<file path="config.mk">
export PLATFORM = sky130hd
export DESIGN_NAME = cart_bank_mapper
export DESIGN_NICKNAME = d
export VERILOG_FILES = /design/src/rtl/cart_bank_mapper.sv
export SDC_FILE = /design/constraint.sdc
export NUM_CORES = 1
export LEC_CHECK = 0
export BUFFER_PORTS_ARGS = -buffer_cell sky130_fd_sc_hd__buf_2
export CORE_ASPECT_RATIO = 1.1
export CORE_MARGIN = 5
export CORE_UTILIZATION = 56
export DETAILED_ROUTE_END_ITERATION = 12
export GPL_TIMING_DRIVEN = 0
export PLACE_DENSITY = 0.87
export REMOVE_ABC_BUFFERS = 1
export SLEW_MARGIN = 10
export SYNTH_ARGS = -nofsm -noshare
export SYNTH_HDL_FRONTEND = slang
export SYNTH_SLANG_ARGS = --single-unit
</file>
<file path="constraint.sdc">
create_clock -name FastClk -period 3.5 [get_ports FastClk]
set_input_delay 1.05 -clock FastClk [delete_from_list [all_inputs] [get_ports FastClk]]
set_output_delay 1.05 -clock FastClk [all_outputs]
set_load 0.05 [all_outputs]
</file>
<file path="src/rtl/cart_bank_mapper.sv">
// Cartridge bank/IO decode in the FastClk domain: synchronised bus strobes feed a write FSM
// and a registered read path. Build option MAPPER_LOCK_EN adds a sticky lock register at E3.
module cart_bank_mapper #(
  parameter int unsigned EXT_WIDTH   = 6,
  parameter int unsigned BANK_WIDTH  = 8,
  parameter logic [7:0]  BANK_RESET  = 8'hFF,
  parameter int unsigned SYNC_STAGES = 2
) (
  input  logic                 FastClk,
  input  logic                 Reset,
  input  logic                 nSel,
  input  logic                 nOE,
  input  logic                 nWE,
  input  logic                 nIO,
  input  logic [7:0]           AddrLo,
  input  logic [3:0]           AddrHi,
  input  logic [7:0]           WrData,
  output logic [7:0]           RdData,
  output logic                 RdEn,
  output logic [EXT_WIDTH-1:0] AddrExt,
  output logic                 nPSRAMSel,
  output logic                 BootRomSel
);

  typedef enum logic [1:0] {
    IDLE      = 2'd0,
    WR_ACTIVE = 2'd1,
    COMMIT    = 2'd2
  } wr_state_t;

  wr_state_t state, state_next;

  logic [SYNC_STAGES-1:0] sel_sync, oe_sync, we_sync, io_sync;
  logic nsel_s, noe_s, nwe_s, nio_s, nwe_hist;
  logic we_fall, we_rise;

  logic [7:0] reg_addr, wr_addr, wr_data;
  logic [BANK_WIDTH-1:0] linear, ram, rom0, rom1;
  logic self_flash, enable_bootrom, cfg_unlocked;
  logic mapped;
  logic [7:0] rd_val;
  logic any_rom;
  logic unused_addr;

  assign reg_addr    = {AddrHi, AddrLo[3:0]};
  assign unused_addr = ^AddrLo[7:4];

  // Inactive (high) is the safe reset value for every strobe flop.
  always_ff @(posedge FastClk or posedge Reset) begin
    if (Reset) begin
      sel_sync <= '1;
      oe_sync  <= '1;
      we_sync  <= '1;
      io_sync  <= '1;
      nwe_hist <= 1'b1;
    end else begin
      sel_sync <= {sel_sync[SYNC_STAGES-2:0], nSel};
      oe_sync  <= {oe_sync[SYNC_STAGES-2:0], nOE};
      we_sync  <= {we_sync[SYNC_STAGES-2:0], nWE};
      io_sync  <= {io_sync[SYNC_STAGES-2:0], nIO};
      nwe_hist <= nwe_s;
    end
  end

  assign nsel_s  = sel_sync[SYNC_STAGES-1];
  assign noe_s   = oe_sync[SYNC_STAGES-1];
  assign nwe_s   = we_sync[SYNC_STAGES-1];
  assign nio_s   = io_sync[SYNC_STAGES-1];
  assign we_fall = nwe_hist & ~nwe_s;
  assign we_rise = ~nwe_hist & nwe_s;

  always_ff @(posedge FastClk or posedge Reset) begin
    if (Reset) state <= IDLE;
    else       state <= state_next;
  end

  always_comb begin
    state_next = state;
    case (state)
      IDLE:      if (we_fall && !nsel_s && !nio_s) state_next = WR_ACTIVE;
      // A strobe ending in the same cycle as the select still commits.
      WR_ACTIVE: if (we_rise)                      state_next = COMMIT;
                 else if (nsel_s || nio_s)         state_next = IDLE;
      COMMIT:                                      state_next = IDLE;
      default:                                     state_next = IDLE;
    endcase
  end

  // Address and data follow the bus throughout the strobe; the last sample wins.
  always_ff @(posedge FastClk or posedge Reset) begin
    if (Reset) begin
      wr_addr <= '0;
      wr_data <= '0;
    end else if (state == WR_ACTIVE) begin
      wr_addr <= reg_addr;
      wr_data <= WrData;
    end
  end

`ifdef MAPPER_LOCK_EN
  logic lock;
  assign cfg_unlocked = ~lock;

  always_ff @(posedge FastClk or posedge Reset) begin
    if (Reset)
      lock <= 1'b0;
    else if (state == COMMIT && wr_addr == 8'hE3 && !lock && wr_data[0])
      lock <= 1'b1;
  end
`else
  assign cfg_unlocked = 1'b1;
`endif

  always_ff @(posedge FastClk or posedge Reset) begin
    if (Reset) begin
      linear         <= BANK_WIDTH'(BANK_RESET);
      ram            <= BANK_WIDTH'(BANK_RESET);
      rom0           <= BANK_WIDTH'(BANK_RESET);
      rom1           <= BANK_WIDTH'(BANK_RESET);
      self_flash     <= 1'b0;
      enable_bootrom <= 1'b1;
    end else if (state == COMMIT) begin
      case (wr_addr)
        8'hC0: linear <= BANK_WIDTH'(wr_data);
        8'hC1: ram    <= BANK_WIDTH'(wr_data);
        8'hC2: rom0   <= BANK_WIDTH'(wr_data);
        8'hC3: rom1   <= BANK_WIDTH'(wr_data);
        8'hCE: if (cfg_unlocked) self_flash     <= wr_data[0];
        8'hE2: if (cfg_unlocked) enable_bootrom <= wr_data[0];
        default: ;
      endcase
    end
  end

  always_comb begin
    mapped = 1'b1;
    rd_val = 8'h00;
    case (reg_addr)
      8'hC0: rd_val = 8'(linear);
      8'hC1: rd_val = 8'(ram);
      8'hC2: rd_val = 8'(rom0);
      8'hC3: rd_val = 8'(rom1);
      8'hCE: rd_val = {7'h0, self_flash};
      8'hE2: rd_val = {7'h0, enable_bootrom};
`ifdef MAPPER_LOCK_EN
      8'hE3: rd_val = {7'h0, lock};
`endif
      default: mapped = 1'b0;
    endcase
  end

  // Registered read: a same-cycle commit is seen one cycle later.
  always_ff @(posedge FastClk or posedge Reset) begin
    if (Reset) begin
      RdEn   <= 1'b0;
      RdData <= 8'h00;
    end else begin
      RdEn   <= ~nsel_s & ~noe_s & ~nio_s & mapped;
      RdData <= mapped ? rd_val : 8'h00;
    end
  end

  always_comb begin
    AddrExt = '0;
    case (AddrHi)
      4'h0:    AddrExt = '0;
      4'h1:    AddrExt = ram[EXT_WIDTH-1:0];
      4'h2:    AddrExt = rom0[EXT_WIDTH-1:0];
      4'h3:    AddrExt = rom1[EXT_WIDTH-1:0];
      default: AddrExt = {linear[EXT_WIDTH-5:0], AddrHi};
    endcase
  end

  assign any_rom    = (AddrHi >= 4'd2) | ((AddrHi == 4'd1) & self_flash);
  assign BootRomSel = any_rom & (&AddrExt) & enable_bootrom;
  // Raw pins here: the PSRAM select must not wait for the synchronisers.
  assign nPSRAMSel  = ~(~nSel & nIO & any_rom & ~BootRomSel);

endmodule

</file>
==> qor.yml, run 1 <==
area_delta_synth_final_pct: 17.7
antenna_found_initial: 0
yosysMostFrequentCell: "mux2_2"
final_hold_viol_count: 0
setup_tns_ns: 0
wl_um: 6170
min_path_type: "reg2reg"
vdd_drop_max_v: 0.000285
root_buffer: "clkbuf_8"
grt-ovfl-total: 0
cts_tree: "built"
crit_end: "nPSRAMSel"
syn_avg_cell_area_um2: 14.4
clkTransAtPathRegs_ns: 0.06
max-cap-violations: 0
rr_worst_depth: 5
end_kind: "output port"
ioPinCount: 43
drtIter0Drc: 120
htree_levels: 3
worstReg2RegStart: "state[0]$_DFFE_PP0P_"
arrival_ns: 2.37
synth_top_area_share_pct: 36.0
finalCritPeriodShare_pct: 97.7
yosysUniqueCellTypes: 32
startpoint: "AddrHi[0]"
synthTopCellsByCount: "mux2_2, dfstp_2, dfrtp_1, nor2b_1, nor2_1"
synth.cell_area_mm2: 0.00307
worstMarginPinSlew_ns: 0.693
start_kind: "input port"
die_h_um: 87.6
drtAntennaViolNets: 0
skew_ns: 0.0115
numCtsBuffers: 9
multi_input_area_mm2: 0.00126
avgViaCountPerCell: 5.71
status: "finished, final reports clean"
n_antenna_cell: 0
fmaxAchievable_mhz: 292
drive_gt1_share_pct: 64.6
wl_per_cell_um: 18.2
slew_headroom_pct: 53.4
finalSetupViolations: 0
std_cell_rows: 28
reg2reg_slack_ns: 1.37
clockBufferDepth: 2
p_leak_nw: 1.56
dr.pass1.iters: 4
vias: 1931
cts.sink_count: 70
placed_cell_area_mm2: 0.00337
stdcell_count: 338
ys_seq_elements: 70
path_class: "in2out"
drv_slew: 0
holdWs_ns: 0.359
start_util_pct: 57.2
yosysWarningCount: 0
post-route-min-period_ns: 3.42
yosys.area.top_type: "dfstp_2"
clk_latency_ns: 0.34
track_usage_pct: 19.4
cts_hold_buf: 0
r2r_end: "rom0[7]$_DFFE_PP1P_"
synthCells: 213
core_area_mm2: 0.00536
final_core_util_pct: 67.3
grt_max_degree: 71
async_flop_share_pct: 100
gp_congestion: 0.806
grt_pass1_wl_um: 10100
die_w_um: 80.5
portBuffers: 38
dp_hpwl_um: 4060
design.die.area_mm2: 0.00706
crit_required_ns: 2.45
synth_flop_cell: "dfstp_2"
synth-edff-count: 0
drc_errors: 0
synth_area_leaders: "dfstp_2, dfrtp_1, mux2_2"
regArea_mm2: 0.00180
path_max_fanout: 10
n_fill_cell: 379
ys_seq_area_share_pct: 58.9
grt_pass1_vias: 2035
finalInstanceArea_mm2: 0.00361
nets: 284
dp.cells: 321
pwr_density_cell_mw_per_mm2: 457
power by group:
part / internal, W / switching [W] / leakage, nW
combinational: 0.0000754 / 0.0000835 / 0.681
sequential: 0.000870 / 0.0000612 / 0.793
clock: 0.000276 / 0.000281 / 0.0844
total: 0.00122 / 0.000426 / 1.56
flip-flops by register name, indices dropped and copies added, names as in the netlist:
register and count:
self_flash 1, ram 8, wr_data 8, state 2, sel_sync 2, io_sync 2
wr_addr 8, linear 8, RdEn 1, nwe_hist 1, oe_sync 2, enable_bootrom 1
RdData 8, we_sync 2, rom0 8, rom1 8
metal layers:
metal	vias to the layer above	GRT usage (%)	wire length [um]
met2	58	31.4	3150
met3	11	4.73	382
met1	1001	25.1	2520
met5	-	0	0
met4	0	8.45	116
li1	861	-	-
critical path, stage by stage:
cell and delay, ns:
buf_6 0.14, mux2_2 0.37, a221oi_4 0.32, nor3b_2 0.09
nand3_1 0.11, o21ai_1 0.08, buf_4 0.20
stage by stage:
step / worst slack, ns / power, W
after detailed placement: -0.244 / 0.00110
after CTS: 0.00748 / 0.00165
after global placement: -0.246 / 0.00108
final: 0.0802 / 0.00165
after global routing: -0.00162 / 0.00171
after floorplan: -1.06 / 0.00103
logic make-up after synthesis:
group	synth area share (%)
flip-flops	58.9
AO/OA/AOI/OAI	3.55
AND/OR/NAND/NOR	9.67
buffers and inverters	1.88
multiplexers	25.7
adder cells (fa/ha/maj)	0.327
timing repair:
item | 4_1_cts | 5_1_grt
cloned | 0 | 0
endpoints found under the setup margin | 2 | 2
setup buffers | 0 | 1
gates resized for setup | 6 | 10
hold endpoints to repair | 0 | 0
pin swaps | 1 | 1
worst min path at each step:
stage / endpoint / cells after the start / from / slack, ns
after global routing: we_sync[1]$_DFF_PP1_ / 0 / we_sync[0]$_DFF_PP1_ / 0.36
final: we_sync[1]$_DFF_PP1_ / 0 / we_sync[0]$_DFF_PP1_ / 0.36
after floorplan: io_sync[1]$_DFF_PP1_ / 0 / io_sync[0]$_DFF_PP1_ / 0.35
after CTS: we_sync[1]$_DFF_PP1_ / 0 / we_sync[0]$_DFF_PP1_ / 0.36
after global placement: we_sync[1]$_DFF_PP1_ / 0 / we_sync[0]$_DFF_PP1_ / 0.35
after detailed placement: sel_sync[1]$_DFF_PP1_ / 0 / sel_sync[0]$_DFF_PP1_ / 0.35
cells in the final DEF (no fill, tap or decap), drive strengths merged, types with 4 or more instances in the layout:
master,synthesis,final
dfstp,42,42
nor2,10,10
inv,8,8
mux2,54,54
nor2b,12,12
dfrtp,28,28
clkbuf,5,15
a21oi,4,4
nand3,6,6
mux4,8,8
buf,2,40
cell type report:
type | count | area share, %
Timing Repair Buffer | 41 | 6.97
Clock inverter | 2 | 0.277
Inverter | 8 | 0.902
Multi-Input combinational cell | 128 | 35.0
Sequential cell | 70 | 50.0
Tap cell | 75 | 2.60
Clock buffer | 14 | 4.23
No activity file was read; power rests on OpenSTA's default activity.
==> run 2: changes to the inputs <==
--- a/config.mk
+++ b/config.mk
@@ -7,7 +7,6 @@
 export LEC_CHECK = 0
 export BUFFER_PORTS_ARGS = -buffer_cell sky130_fd_sc_hd__buf_2
 export CORE_ASPECT_RATIO = 1.1
-export CORE_MARGIN = 5
 export CORE_UTILIZATION = 56
 export DETAILED_ROUTE_END_ITERATION = 12
 export GPL_TIMING_DRIVEN = 0
==> run 2 against run 1 <==
Effect of this change:
- final area is 1.4% higher
- largest cell class unchanged
- largest power group unchanged
- die area is 18% lower
- global-route usage is 5.6 points higher
==> qor.yml, run 2 (synthesis results as in run 1) <==
status: "finished, final reports clean"
drtIter0Drc: 157
area_delta_synth_final_pct: 19.3
clkTransAtPathRegs_ns: 0.07
vias: 1966
crit_top_cell: "buf_6"
slowest_delay_ns: 0.38
worstPathCellList: "buf_6 > mux2_2 > a221oi_4 > nor3b_2 > nand3_1 > o21ai_1 > buf_6"
min_path_type: "reg2reg"
grt-ovfl-total: 0
finalSetupViolations: 0
arrival_ns: 2.39
path_class: "in2out"
dp_hpwl_um: 4010
cts.sink_count: 70
ioPinCount: 43
gp_congestion: 0.800
die_h_um: 79.6
skew_ns: 0.00754
numCtsBuffers: 9
dp.cells: 318
worstMarginPinSlew_ns: 0.676
drtAntennaViolNets: 0
wl_um: 6390
track_usage_pct: 25.0
grt_pass1_wl_um: 10500
final_common_cell: "mux2_2"
die_w_um: 72.5
pwr_density_cell_mw_per_mm2: 466
clk_latency_ns: 0.35
antenna_found_initial: 0
wl_per_cell_um: 19.0
design.die.area_mm2: 0.00577
max-cap-violations: 0
final_hold_viol_count: 0
cts_hold_buf: 0
start_util_pct: 59.7
grt_pass1_vias: 2060
avgViaCountPerCell: 5.85
cts_tree: "built"
core_area_mm2: 0.00513
setup_tns_ns: 0
vdd_drop_max_v: 0.000301
portBuffers: 38
finalCritPeriodShare_pct: 98.4
std_cell_rows: 27
root_buffer: "clkbuf_8"
n_antenna_cell: 0
start_kind: "input port"
p_leak_nw: 1.58
dr.pass1.iters: 4
grt_max_degree: 71
clockBufferDepth: 2
final_cell_mix: "mux2_2, dfstp_2, buf_2"
nets: 285
end_kind: "output port"
fmaxAchievable_mhz: 291
crit_required_ns: 2.45
drc_errors: 0
drv_slew: 0
critPathBufInv: 2
post-route-min-period_ns: 3.44
drive_gt1_share_pct: 65.9
cpLargestDelayFamily: "compound AO/OA/AOI/OAI gates"
htree_levels: 3
path_max_fanout: 10
stdcell_count: 336
critPathSlowestCell: "mux2_2"
slew_headroom_pct: 54.6
-- run 2: changes by cell type in the layout (fill, tap and decap cells not counted), sizes merged --
| cell | before | now |
|---|---|---|
| clkbuf | 15 | 14 |
| buf | 40 | 41 |
| clkinvlp | 0 | 1 |
-- run 2: where the power goes --
group	switching, W	internal [W]	leakage, nW
combinational	0.0000868	0.0000778	0.691
sequential	0.0000637	0.000870	0.793
clock	0.000292	0.000313	0.0954
total	0.000443	0.00126	1.58
-- run 2: metrics by stage --
step           area [um2]  power (W)  hold slack, ns  setup WS, ns  util (%)
4_1_cts              3600    0.00170           0.361      0.000881      70.1
5_1_grt              3660    0.00177           0.366       -0.0271      71.2
3_3_place_gp         3320    0.00108           0.346        -0.276      64.6
6_report             3660    0.00170           0.358        0.0577      71.2
2_1_floorplan        3040    0.00103           0.345         -1.06         -
3_5_place_dp         3370    0.00109           0.347        -0.293      65.5
-- run 2: area by class of cell --
type,count,area (um2)
clock inverters,3,17.5
well taps,72,90.1
clock buffers,13,169
inverters,8,32.5
repair buffers,42,265
fillers,357,1480
multi-input cells,128,1280
flip-flops and latches,70,1800
-- run 2: path summary, 6_finish.rpt --
path	startpoint	end	slack [ns]	depth (start not counted)
worst max register to register	state[0]$_DFFE_PP0P_	rom0[1]$_DFFE_PP1P_	1.32	5
worst max-delay path	AddrHi[0]	nPSRAMSel	0.06	7
worst min-delay path	io_sync[0]$_DFF_PP1_	io_sync[1]$_DFF_PP1_	0.36	0
min in group asynchronous	Reset	state[0]$_DFFE_PP0P_	0.76	3
worst min register to register	io_sync[0]$_DFF_PP1_	io_sync[1]$_DFF_PP1_	0.36	0
max in group asynchronous	Reset	rom1[5]$_DFFE_PP1P_	2.40	3
-- run 2: layer usage --
metal	global-route usage, %	vias up	routed length (um)
met5	0	-	0
met4	15.7	0	217
met3	4.67	21	312
met2	39.6	69	3180
met1	31.7	1004	2680
li1	-	872	-
-- run 2: repair_timing --
| item | CTS | global route |
|---|---|---|
| buffers inserted | 1 | 1 |
| endpoints found under the setup margin | 2 | 2 |
| pin swaps | 1 | 2 |
| resized for setup | 9 | 12 |
